[src/rtl/wb_arbiter.sv]
// Writeback arbiter: owns the register-file write port, merging ALU results with buffered loads.
// Optional load scoreboard enabled by defining WB_SCOREBOARD_EN.
module wb_arbiter #(
    parameter int unsigned DEPTH      = 4,
    parameter int unsigned STARVE_MAX = 8
) (
    input  logic                       clk,
    input  logic                       rst,
    input  logic                       alu_valid,
    input  logic [4:0]                 alu_rd,
    input  logic [31:0]                alu_data,
    input  logic                       mem_valid,
    output logic                       mem_ready,
    input  logic [4:0]                 mem_rd,
    input  logic [31:0]                mem_data,
    input  logic                       issue_valid,
    input  logic [4:0]                 issue_rd,
    output logic                       REGS_wen,
    output logic [4:0]                 REGS_wraddr,
    output logic [31:0]                REGS_wrdata,
    output logic [$clog2(DEPTH):0]     fifo_level,
    output logic                       stall_req,
    output logic [31:0]                rd_busy
);
    localparam int unsigned AW = $clog2(DEPTH);
    localparam int unsigned LW = AW + 1;
    localparam int unsigned SW = $clog2(STARVE_MAX + 1);

    logic [4:0]    fifo_rd_q   [DEPTH];
    logic [31:0]   fifo_data_q [DEPTH];
    logic [AW-1:0] wptr_q, rptr_q;
    logic [LW-1:0] level_q, level_d;
    logic [SW-1:0] starve_q, starve_d;
    logic          stall_q;
    logic          wen_q, wen_d;
    logic [4:0]    waddr_q, waddr_d;
    logic [31:0]   wdata_q, wdata_d;

    logic alu_ok, fifo_empty, fifo_full, mem_hs, mem_keep;
    logic push, pop, bypass, mem_src;

    assign alu_ok     = alu_valid && (alu_rd != 5'd0);
    assign fifo_empty = (level_q == '0);
    assign fifo_full  = (level_q == LW'(DEPTH));
    assign mem_ready  = !rst && !fifo_full;
    assign mem_hs     = mem_valid && mem_ready;
    // x0 loads complete the handshake but go nowhere.
    assign mem_keep   = mem_hs && (mem_rd != 5'd0);

    always_comb begin
        wen_d   = 1'b0;
        waddr_d = waddr_q;
        wdata_d = wdata_q;
        pop     = 1'b0;
        bypass  = 1'b0;
        if (alu_ok) begin
            wen_d   = 1'b1;
            waddr_d = alu_rd;
            wdata_d = alu_data;
        end else if (!fifo_empty) begin
            wen_d   = 1'b1;
            waddr_d = fifo_rd_q[rptr_q];
            wdata_d = fifo_data_q[rptr_q];
            pop     = 1'b1;
        end else if (mem_keep) begin
            wen_d   = 1'b1;
            waddr_d = mem_rd;
            wdata_d = mem_data;
            bypass  = 1'b1;
        end
        push    = mem_keep && !bypass;
        mem_src = pop || bypass;
    end

    always_comb begin
        level_d = level_q + LW'(push) - LW'(pop);
        // Full implies a pop unless the ALU wins, so "not ALU" covers every clear condition.
        if (fifo_full && alu_ok) begin
            starve_d = (starve_q == SW'(STARVE_MAX)) ? starve_q : starve_q + SW'(1);
        end else begin
            starve_d = '0;
        end
    end

    always_ff @(posedge clk) begin
        if (rst) begin
            wptr_q   <= '0;
            rptr_q   <= '0;
            level_q  <= '0;
            starve_q <= '0;
            stall_q  <= 1'b0;
            wen_q    <= 1'b0;
            waddr_q  <= '0;
            wdata_q  <= '0;
        end else begin
            if (push) wptr_q <= wptr_q + AW'(1);
            if (pop)  rptr_q <= rptr_q + AW'(1);
            level_q  <= level_d;
            starve_q <= starve_d;
            stall_q  <= (starve_d == SW'(STARVE_MAX));
            wen_q    <= wen_d;
            waddr_q  <= waddr_d;
            wdata_q  <= wdata_d;
        end
    end

    always_ff @(posedge clk) begin
        if (push) begin
            fifo_rd_q[wptr_q]   <= mem_rd;
            fifo_data_q[wptr_q] <= mem_data;
        end
    end

    assign REGS_wen    = wen_q;
    assign REGS_wraddr = waddr_q;
    assign REGS_wrdata = wdata_q;
    assign fifo_level  = level_q;
    assign stall_req   = stall_q;

`ifdef WB_SCOREBOARD_EN
    logic [31:0] busy_q, busy_d;

    always_comb begin
        busy_d = busy_q;
        if (mem_src) busy_d[waddr_d] = 1'b0;
        // Set is applied last so it wins over a same-cycle clear.
        if (issue_valid && (issue_rd != 5'd0)) busy_d[issue_rd] = 1'b1;
        busy_d[0] = 1'b0;
    end

    always_ff @(posedge clk) begin
        if (rst) busy_q <= '0;
        else     busy_q <= busy_d;
    end

    assign rd_busy = busy_q;
`else
    logic unused_sb;
    assign unused_sb = ^{issue_valid, issue_rd, mem_src};
    assign rd_busy   = '0;
`endif
endmodule

[config.mk]
export PLATFORM = sky130hd
export DESIGN_NAME = wb_arbiter
export DESIGN_NICKNAME = d
export VERILOG_FILES = /design/src/rtl/wb_arbiter.sv
export SDC_FILE = /design/constraint.sdc
export NUM_CORES = 1
export LEC_CHECK = 0
export ABC_AREA = 1
export BUFFER_PORTS_ARGS = -buffer_cell sky130_fd_sc_hd__buf_2
export CAP_MARGIN = 5
export CORE_MARGIN = 2
export CORE_UTILIZATION = 60
export DETAILED_ROUTE_END_ITERATION = 7
export PLACE_DENSITY = 0.84
export SLEW_MARGIN = 15
export SYNTH_ARGS = -nofsm -noshare
export SYNTH_HDL_FRONTEND = slang
export SYNTH_SLANG_ARGS = --single-unit
[constraint.sdc]
create_clock -name clk -period 5.25 [get_ports clk]
set_clock_uncertainty 0.15 [all_clocks]
set_input_delay 1.05 -clock clk [delete_from_list [all_inputs] [get_ports clk]]
set_output_delay 1.05 -clock clk [all_outputs]
set_load 0.05 [all_outputs]
==> results.toml <==
[routing]
drcViolationCount = 0
wl_per_cell_um = 14.7
vias = 7561
first_pass_iters = 5
ant_nets = 0
wl_um = 21800
drt_iter0_markers = 733
avgViaCountPerCell = 5.09

[power_and_ir_drop]
power.total_uw = 5140
vdd_ir_drop_max_mv = 0.412
power_density_nw_per_um2 = 476
leakage_uw = 0.00536

[place]
dp_hpwl_um = 13200
gp_congestion = 0.764
numPortBuffers = 120

[floorplanning]
io_pins = 159
floorplan.die_area_um2 = 17100
core_um2 = 15800
rows = 46
start_util_pct = 61.0
die_x_um = 131
die_height_um = 131

[final_layout]
layout_common_cells = "377 x nand2_1, 209 x inv_1, 155 x nand3_1"
finalNetCount = 1348
final_common_cell = "nand2_1"
drive_gt1_share_pct = 13.8
syn2layout_area_growth_pct = 12.3

[sta]
setup_viol_count_final = 0
tns_ns = 0
final.min_clock_period_ns = 3.37
tightest_slew_ns = 0.972
rsz0062_at_grt = "false"
timing.final.crit_share_pct = 64.1
slew_violations = 0
slew_headroom_pct = 35.0
hold_viol = 0
fmax_mhz = 297

[clock_tree]
cts_tree = "done"
cts_buffers = 17
cts_buffer_depth = 2
clkSinkCount = 200
h-tree-depth = 4
cts_resized = 0
cts_hold_buf = 0
root_buffer = "clkbuf_16"
cts_setup_buffers = 0
worst_skew_pair.late_latency_ns = 0.44
path_clk_slew_ns = 0.07

[logic_synthesis]
ys_seq_area_share_pct = 57.0
syn_area_um2 = 9620
synth_cell_types = 23
postSynthCellCount = 1159
synth.ff_latch_count = 200
avgSynthCellArea_um2 = 8.30
yosys_warnings = 0

[hold_path]
min_path_type = "flop to flop"

[grt]
grt-ovfl-total = 0
grt_pass1_vias = 7228
antenna_found_initial = 0
grt_max_degree = 77
grt_usage_pct = 26.9
grt_pass1_wl_um = 34900

[worst_setup_path]
worstPathRequired_ns = 5.43
r2r_slack_ns = 1.98
path_class = "input pin to flop"
path_max_fanout = 76
endpoint_kind = "flop"
worstPathArrival_ns = 3.55
cp-start-kind = "input pin"

[run]
cap_violations = 0

[run_status]
status = "finished clean"
-- area by class of cell --
type / count / area [µm²]
multi-input cells: 691 / 2970
well taps: 216 / 270
diodes: 1 / 2.50
clock inverters: 15 / 154
fillers: 1195 / 4970
repair buffers: 132 / 691
inverters: 213 / 800
flip-flops and latches: 200 / 5490
clock buffers: 17 / 425
-- worst paths after layout --
| check | startpoint | cells after the start | endpoint |
|---|---|---|---|
| worst max-delay path | alu_rd[0] | 13 | fifo_level[1]$_SDFF_PP0_ |
| worst min-delay path | REGS_wrdata[4]$_SDFFE_PP0P_ | 4 | REGS_wrdata[4]$_SDFFE_PP0P_ |
| worst min register to register | REGS_wrdata[4]$_SDFFE_PP0P_ | 4 | REGS_wrdata[4]$_SDFFE_PP0P_ |
| worst max register to register | fifo_level[2]$_SDFF_PP0_ | 9 | REGS_wrdata[18]$_SDFFE_PP0P_ |
-- layer usage --
layer,vias up,track usage (%),wire [µm]
li1,3685,-,-
met1,3467,34.8,8950
met2,368,45.6,10600
met3,41,4.11,1750
met4,0,11.1,490
met5,-,0,0
-- cell usage after synthesis --
library cell	n	area share, %
a21oi_1	5	0.26
buf_1	5	0.20
buf_2	32	1.7
buf_4	33	2.6
buf_6	5	0.59
clkbuf_1	11	0.43
clkinv_1	1	0.039
conb_1	1	0.039
dfxtp_1	52	11
edfxtp_1	148	46
fa_1	1	0.21
ha_1	8	1.0
inv_1	210	8.2
inv_2	2	0.078
nand2_1	377	15
nand2_2	2	0.13
nand3_1	155	8.1
nor2_1	100	3.9
nor3_1	1	0.052
nor3_2	1	0.10
o21ai_0	4	0.21
xnor2_1	3	0.27
xor2_1	2	0.18
-- report_power, final --
part	leakage (µW)	internal (µW)	total, µW	switching [µW]
registers	0.00177	1870	1950	82.2
clock network	0.000277	702	1290	587
logic	0.00332	480	1890	1410
total	0.00536	3050	5140	2080
-- registers in the layout, summed over array words and instances (netlist names), named ones only --
name and count:
REGS_wen 1, REGS_wrdata 32, wptr_q 2, rptr_q 2, fifo_data_q 128, starve_q 4
stall_req 1, fifo_rd_q 20, fifo_level 3, REGS_wraddr 5
-- metrics by stage --
stage	hold WS [ns]	instance area, µm²	util (%)	setup WS (ns)	instances
floorplan	0.321	9730	-	1.48	1190
global placement	0.333	10200	64.8	1.56	1452
detailed placement	0.343	10200	64.8	1.52	1452
CTS	0.362	10800	68.4	1.91	1484
global route	0.393	10800	68.4	1.65	1484
finish	0.361	10800	68.5	1.88	1485
-- logic make-up after synthesis --
logic type | share of synthesized area, %
other | 0.0390
and+or+nand+nor | 27.0
adders and majority gates | 1.25
xor gates and xnor gates | 0.456
AOI/OAI and AO/OA | 0.468
DFF | 57.0
buffers and inverters | 13.8
-- worst max-delay path, stage by stage --
cell and delay [ns]:
buf_2 0.10, nor2_1 0.11, nand3_1 0.12, nand2_2 0.09
buf_4 0.64, nand2_1 0.27, inv_1 0.17, ha_1 0.25
inv_1 0.06, ha_1 0.15, fa_1 0.41, inv_1 0.07
nor2_1 0.04
(Power assumes the default switching activity.)
